--- config.mk ---
export PLATFORM = sky130hd
export DESIGN_NAME = rsa_host_if
export DESIGN_NICKNAME = d
export VERILOG_FILES = /design/src/rtl/rsa_host_if.sv
export SDC_FILE = /design/constraint.sdc
export NUM_CORES = 2
export LEC_CHECK = 0
export CORE_AREA = 3 3 423 425
export CTS_BUF_LIST = sky130_fd_sc_hd__clkbuf_2 sky130_fd_sc_hd__clkbuf_4 sky130_fd_sc_hd__clkbuf_8
export DETAILED_ROUTE_END_ITERATION = 8
export DIE_AREA = 0 0 426 428
export GPL_TIMING_DRIVEN = 0
export PLACE_DENSITY_LB_ADDON = 0.2
export SETUP_SLACK_MARGIN = 0.1
export SLEW_MARGIN = 30
export SYNTH_ARGS = -nofsm -noshare
export SYNTH_HDL_FRONTEND = slang
export SYNTH_SLANG_ARGS = --single-unit
--- constraint.sdc ---
create_clock -name clk -period 106 [get_ports clk]
set_input_delay 21.2 -clock clk [delete_from_list [all_inputs] [get_ports clk]]
set_output_delay 21.2 -clock clk [all_outputs]
set_load 0.02 [all_outputs]
--- src/rtl/rsa_host_if.sv ---
// rsa_host_if: host-side sequencer for a word-serial 256-bit RSA core.
// It latches msg/exp/mod on start and streams 24 operand words to the core.
// It then waits for the core's output-valid flag and gathers 8 result words.
// After that it raises done and holds busy through a fixed idle gap.
// Optional build macro: RSA_HOST_TIMEOUT_EN adds a WAIT-state timeout abort
// that reports through err. When it is undefined, err is tied low.
module rsa_host_if #(
   parameter int TIMEOUT_CYCLES = 1048576,
   parameter int IDLE_GAP       = 4
) (
   input  logic         clk,
   input  logic         rst_n,
   input  logic         start,
   input  logic [255:0] msg,
   input  logic [255:0] exp,
   input  logic [255:0] mod,
   output logic         busy,
   output logic         done,
   output logic         err,
   output logic [255:0] result,
   output logic         rsa_enable,
   output logic [31:0]  rsa_data,
   input  logic [31:0]  rsa_out,
   input  logic         rsa_flag
);

   typedef enum logic [2:0] {
      IDLE, SETUP, LOAD, WAIT, CAPTURE, DONE, GAP
   } state_t;

   // One shared counter covers LOAD words, CAPTURE words and the idle gap.
   localparam int CNT_MAX = (IDLE_GAP > 24) ? IDLE_GAP : 24;
   localparam int CW      = $clog2(CNT_MAX + 1);

   state_t          state;
   logic [CW-1:0]   cnt;
   logic [767:0]    opnd;   // {msg, exp, mod}, shifted out MSB word first
   logic [223:0]    cap;    // first seven result words, oldest in the MSBs

   // A zero or negative timeout can never fire; reject it at elaboration.
   if (TIMEOUT_CYCLES < 1) begin : g_cfg_check
      $error("rsa_host_if: TIMEOUT_CYCLES must be at least 1");
   end

`ifdef RSA_HOST_TIMEOUT_EN
   localparam int TW = $clog2(TIMEOUT_CYCLES + 1);
   logic [TW-1:0] tcnt;
   logic          err_r;
   assign err = err_r;
`else
   assign err = 1'b0;
`endif

   // Main sequencer: state, counters and all registered outputs.
   always_ff @(posedge clk) begin
      if (!rst_n) begin
         state      <= IDLE;
         busy       <= 1'b0;
         done       <= 1'b0;
         rsa_enable <= 1'b0;
         rsa_data   <= '0;
         result     <= '0;
         cnt        <= '0;
`ifdef RSA_HOST_TIMEOUT_EN
         tcnt       <= '0;
         err_r      <= 1'b0;
`endif
      end else begin
         done <= 1'b0;
         case (state)
            IDLE: begin
               if (start) begin
                  opnd       <= {msg, exp, mod};
                  busy       <= 1'b1;
                  rsa_enable <= 1'b1;
                  rsa_data   <= '0;
                  state      <= SETUP;
               end
            end
            SETUP: begin
               rsa_data <= opnd[767:736];
               opnd     <= {opnd[735:0], 32'b0};
               cnt      <= '0;
               state    <= LOAD;
            end
            LOAD: begin
               // The last word (mod[31:0]) stays on rsa_data throughout WAIT.
               if (cnt == CW'(23)) begin
                  cnt   <= '0;
                  state <= WAIT;
`ifdef RSA_HOST_TIMEOUT_EN
                  tcnt  <= '0;
`endif
               end else begin
                  rsa_data <= opnd[767:736];
                  opnd     <= {opnd[735:0], 32'b0};
                  cnt      <= cnt + 1'b1;
               end
            end
            WAIT: begin
               if (rsa_flag) begin
                  cap   <= {cap[191:0], rsa_out};
                  cnt   <= '0;
                  state <= CAPTURE;
               end
`ifdef RSA_HOST_TIMEOUT_EN
               else if (tcnt == TW'(TIMEOUT_CYCLES - 1)) begin
                  done       <= 1'b1;
                  err_r      <= 1'b1;
                  rsa_enable <= 1'b0;
                  rsa_data   <= '0;
                  cnt        <= '0;
                  state      <= DONE;
               end else begin
                  tcnt <= tcnt + 1'b1;
               end
`endif
            end
            CAPTURE: begin
               // result changes only here, so it stays stable between done pulses.
               if (cnt == CW'(6)) begin
                  result     <= {cap, rsa_out};
                  done       <= 1'b1;
`ifdef RSA_HOST_TIMEOUT_EN
                  err_r      <= 1'b0;
`endif
                  rsa_enable <= 1'b0;
                  rsa_data   <= '0;
                  cnt        <= '0;
                  state      <= DONE;
               end else begin
                  cap <= {cap[191:0], rsa_out};
                  cnt <= cnt + 1'b1;
               end
            end
            DONE: begin
               // The DONE cycle counts as the first cycle of the idle gap.
               if (IDLE_GAP <= 1) begin
                  busy  <= 1'b0;
                  state <= IDLE;
               end else begin
                  cnt   <= CW'(1);
                  state <= GAP;
               end
            end
            GAP: begin
               if (cnt >= CW'(IDLE_GAP - 1)) begin
                  busy  <= 1'b0;
                  cnt   <= '0;
                  state <= IDLE;
               end else begin
                  cnt <= cnt + 1'b1;
               end
            end
            default: state <= IDLE;
         endcase
      end
   end

endmodule

# After elaboration in Yosys (flattened, before gate mapping)
# Cells that the tools add are included.
dict set report classes {
  add_sub_neg 1
  n_eq_ne 15
  reduce_logical 16
  n_mux 27
  magnitude_cmp 1
}
# operator n
set ops {}
lappend ops {{$pmux W768 S3} 1}
lappend ops {{$mux W768} 2}
lappend ops {{$mux W224} 2}
lappend ops {{$pmux W224 S2} 1}
lappend ops {{$pmux W32 S4} 1}
lappend ops {{$mux W32} 3}
lappend ops {{$pmux W5 S6} 1}
lappend ops {{$pmux W3 S7} 1}
lappend ops {{$mux W5} 4}
lappend ops {{$mux W3} 5}
lappend ops {{$ne A2 B2 Y1 const B} 7}
lappend ops {{$reduce_and A4 Y1} 3}
lappend ops {{$eq A3 B3 Y1 const B} 3}
lappend ops {{$eq A3 B2 Y1 const B} 2}
lappend ops {{$reduce_and A2 Y1} 3}
lappend ops {{$reduce_and A3 Y1} 2}
lappend ops {{$reduce_bool A2 Y1} 3}
lappend ops {{$reduce_bool A6 Y1} 1}
lappend ops {{$add A5 B1 Y5 const B} 1}
lappend ops {{$eq A5 B3 Y1 const B} 1}
lappend ops {{$eq A5 B5 Y1 const B} 1}
lappend ops {{$ge A5 B2 Y1 const B} 1}
lappend ops {{$reduce_and A5 Y1} 1}
lappend ops {{$mux W1} 4}
lappend ops {{other kinds (5)} 6}
dict set report totals {
  output_inout_bits 292
  ff_bits 1291
  in_bits 804
  elab_cells 69
}

# Longest topological paths before layout
dict set report depth {
  word_depth 3
  mapped_depth 9
  ltp_nobuf 6
}

# Worst setup path after synthesis
# Ideal clock, no wire load.
dict set report synth_path {
  path_type {input -> register}
  startpoint {in rst_n}
  endpoint {reg opnd[0] (enable)}
  path_buffers 1
  setup_slack_ns 26.078
  path_stages 3
  t_required_ns 102.998
  arrival_ns 76.920
  path_cell_list {clkinv_1 > clkbuf_1 > nor3b_1}
}
dict set report synth_via {
  elab_chain_cells 1
}
# item line
set synth_lines {}
lappend synth_lines {{start: declaration} 12} ;# input logic rst_n,
lappend synth_lines {{$reduce_and A4 Y1 (no line)} n/a}
lappend synth_lines {{end signal: assignment} 73} ;# opnd <= {msg, exp, mod};
lappend synth_lines {{end signal: assignment} 82} ;# opnd <= {opnd[735:0], 32'b0};
lappend synth_lines {{end signal: assignment} 96} ;# opnd <= {opnd[735:0], 32'b0};
lappend synth_lines {{end: declaration} 37} ;# logic [767:0] opnd;
# No other way between the ends.
# A chain may end at the register's enable or synchronous reset.

# Worst setup path in the final report
dict set report layout_path {
  startpoint {in rst_n}
  endpoint {reg opnd[13] (enable)}
}
# Same word-level chain as after synthesis.

==> results.md <==
- Clock tree sinks: between 1000 and 1500
- CTS root buf: clkbuf_8
- RSZ-0062 raised after global routing: false
- Largest area contributor in the netlist: edfxtp_1
- EDFF count, synth: 992
- Sequential fraction of the synthesis area: 73.0%
- Largest net degree at the start of global routing: 22
- CTS tree: built
- Drc violations: 0
- # IOs: roughly 1100
- Hold buffer count at CTS: 0
- Clk_skew: 0.0663 ns
- Worst Path Required: 106.67 ns
- Mapped Area: 49000 um^2
- Mux contribution to synthesized area: 16.9%
- # resized after CTS: 0
- Fill count: roughly 17000
- Nets: 4913
- # rows: 154
- Total core area: 176000 um^2
- Flops & latches, synth: 1291
- Fin crit share: 24.6%
- Placed cell area: 64100 um^2
- Worst Hold Path Cells: 0
- Antenna-violating nets left: 0
- Final non-filler cell area: about 70000 um^2
- Ys flop type: edfxtp_1
- Max Clk Rate: 38.4 MHz
- Crit-path max FO: 10
- Final hold vios: 0
- Gate Count Post-Synth: 2664
- Die X: about 430 um
- Worst-Margin Slew: 0.878 ns
- Largest family of logic cells by synthesized area: multiplexers
- Top cell by count, worst path: buf_4
- XOR/XNOR share of the synthesized area: less than 1%
- Worst Path Arrival: 26.73 ns
- Finished Layout Cells: around 6700
- Detail Placement HPWL: around 140000 um
- Worst path cell trace: clkdlybuf4s50_1, clkinv_1, clkbuf_1, nor3b_2, buf_4, buf_4, buf_4, buf_4, buf_4, buf_6, buf_4, buf_4, buf_6, buf_4, buf_4, buf_4, buf_4, buf_4, buf_4, buf_4, buf_4, buf_6, buf_4
- Initial DRC Count: 1828
- Worst r2r src: state[1]
- VDD IR max: 0.0135 mV
- CTS buffer count: 224
- # setup viols final: 0
- Simple-Gate Fraction of Synth Area: 1.25%
- Min-delay src: cap[59]
- PortBufs: 1094
- Crit-path slowest cell: clkdlybuf4s50_1
- Yosys cell types: 54
- Final global-route overflow total: 0
- Routed wire length: between 150000 and 200000 um
- Final-report max-slew violation count: 0
- GRT Util Overall: approximately a fifth
- Lkg Pwr: 23.8 nW
- Final core occ: between 30 and 40%
- Worst-path clk slew: 0.06 ns
- Area growth, synth to finish: 40.5%
- Syn. warnings: 0
- Critical Path Max Stage Delay: 0.66 ns
- Area contributors post-synth: edfxtp_1 61%, mux2_2 17%, dfxtp_1 12%
- Dpl ws: 78.87 ns
- Vias/cell: 4.44
- Syn_nets: approximately 3500
- Die Area: 182000 um^2
- Setup Fix Bufs, Post-CTS: 0
- Post-synth top area share: approximately three fifths
- Dpl cells: between 6000 and 7000
- Async set or reset register ratio after synthesis: 0%
- Syn Area/Cell: 18.4 um^2
- MaxCap Viol Count: 0
- Chip height: 428 um
- CP Launch Point: rst_n
- Final Critical Period: about 26 ns
- Final Wtd Congestion: 0.876
- Clock tree buffer depth: 3
- Worst R2R Path Depth: 24
- Post-synthesis adder-cell area fraction: 0.0510%
- Worst Hold Class: flip-flop to flip-flop
- Share of cells above drive strength 1: 32.5%
- Synth Area in Compound Gates: ~6%
- First-pass GRT wire length: 243000 um
- # H-tree levels: 4
- Status: completed
- Drt pass-1 iters: 7
- Initial antenna violation count: 106
- Routed via count: 29545
- Setup slack after layout: 79.95 ns
- Power per cell area: between 20 and 30 nW/um^2
- Initial Util: 27.9%
- DR WL/cell: ~27 um
- CP Launch Type: input port
- Vias in the first global route: 30933
- Crit Path Category: input port to flip-flop
- Crit end category: flip-flop
- Clk Latency, worst-skew pair: 1.00 ns
- Rel. slew slack: 41.2%
sequential cells by signal, indices dropped and copies added (netlist names):
| signal | cells |
|---|---|
| done | 1 |
| rsa_data | 32 |
| cnt | 5 |
| busy | 1 |
| opnd | 768 |
| result | 256 |
| cap | 224 |
| state | 3 |
| rsa_enable | 1 |
per-layer routing:
metal	vias to the layer above	share of wire, %	global-route usage, %
met5	-	0.17	0
met4	48	3.2	7.11
met3	362	7.0	5.72
met2	1098	52	33.8
met1	14571	38	21.4
li1	13466	-	-
cell families after synthesis:
group                      count (synthesis)
and+or+nand+nor                          103
other                                      1
DFF                                     1291
adders and majority gates                  2
muxes                                    737
buffers and inverters                    174
xor gates and xnor gates                   2
AOI/OAI and AO/OA                        354
metrics by stage:
stage	hold slack [ns]	setup TNS [ns]	total power [mW]
global placement	0.432	-4534.27	1.55
detailed placement	0.437	0	1.32
floorplan	0.427	0	1.27
global route	0.444	0	1.86
CTS	0.423	0	1.81
finish	0.449	0	1.77
cell usage in the layout, fill, tap and decap left out, types with 3 or more instances in the layout:
| cell type | Yosys | layout |
|---|---|---|
| o21ai_0 | 4 | 4 |
| mux2_2 | 737 | 737 |
| o31ai_1 | 3 | 3 |
| clkbuf_8 | 0 | 250 |
| clkinv_8 | 0 | 4 |
| dfxtp_1 | 299 | 299 |
| nor2_1 | 5 | 4 |
| clkinv_2 | 0 | 15 |
| nand3_1 | 32 | 32 |
| clkinv_1 | 1 | 26 |
| clkbuf_1 | 23 | 23 |
| inv_1 | 3 | 3 |
| buf_4 | 15 | 116 |
| edfxtp_1 | 992 | 992 |
| a21oi_1 | 40 | 40 |
| a22o_1 | 256 | 256 |
| o211ai_1 | 33 | 33 |
| buf_2 | 41 | 41 |
| buf_6 | 86 | 95 |
| inv_16 | 0 | 3 |
| buf_1 | 4 | 4 |
| nand2_1 | 9 | 9 |
| clkbuf_4 | 1 | 101 |
| clkdlybuf4s50_1 | 0 | 1094 |
| nor2b_1 | 35 | 35 |
| a31oi_1 | 3 | 3 |
| buf_16 | 0 | 11 |
| diode_2 | 0 | 31 |
| inv_12 | 0 | 6 |
critical path, delay by kind of cell:
| family | cells | cell delay [ns] |
|---|---|---|
| buf+inv | 22 | 5.04 |
| simple gates | 1 | 0.43 |
layout make-up:
| class | instances | area, um^2 | area share (%) |
|---|---|---|---|
| diodes | 31 | 77.6 | 0.113 |
| plain buffers | 170 | 1400 | 2.03 |
| clock buffers | 350 | 4190 | 6.08 |
| clock inverters | 59 | 505 | 0.734 |
| inverters | 4 | 15.0 | 0.0218 |
| multi-input cells | 1199 | 11900 | 17.2 |
| flip-flops and latches | 1291 | 35800 | 51.9 |
| well taps | 2340 | 2930 | 4.25 |
| repair buffers | 1217 | 12100 | 17.6 |
final timing paths:
kind                                 end  slack, ns
worst max-delay path            opnd[13]      79.95
worst min-delay path             cap[91]       0.45
worst max register to register  opnd[13]     100.47
worst min register to register   cap[91]       0.45
Yosys cell counts, types with 2 or more instances:
cell type	number
a2111oi_0	2
a21oi_1	40
a22o_1	256
a311oi_1	2
a31oi_1	3
and2_1	2
and4_1	2
buf_1	4
buf_2	41
buf_4	15
buf_6	86
clkbuf_1	23
dfxtp_1	299
edfxtp_1	992
ha_1	2
inv_1	3
mux2_2	737
nand2_1	9
nand2b_1	2
nand3_1	32
nor2_1	5
nor2b_1	35
nor3_1	2
o211ai_1	33
o21ai_0	4
o31ai_1	3
or3_1	2
xnor2_1	2
power breakdown:
| group | internal (mW) | switching, mW |
|---|---|---|
| Sequential | 0.715 | 0.0300 |
| Combinational | 0.285 | 0.263 |
| Clock | 0.258 | 0.218 |
| Total | 1.26 | 0.512 |
Power figures use the tool's default switching activity.
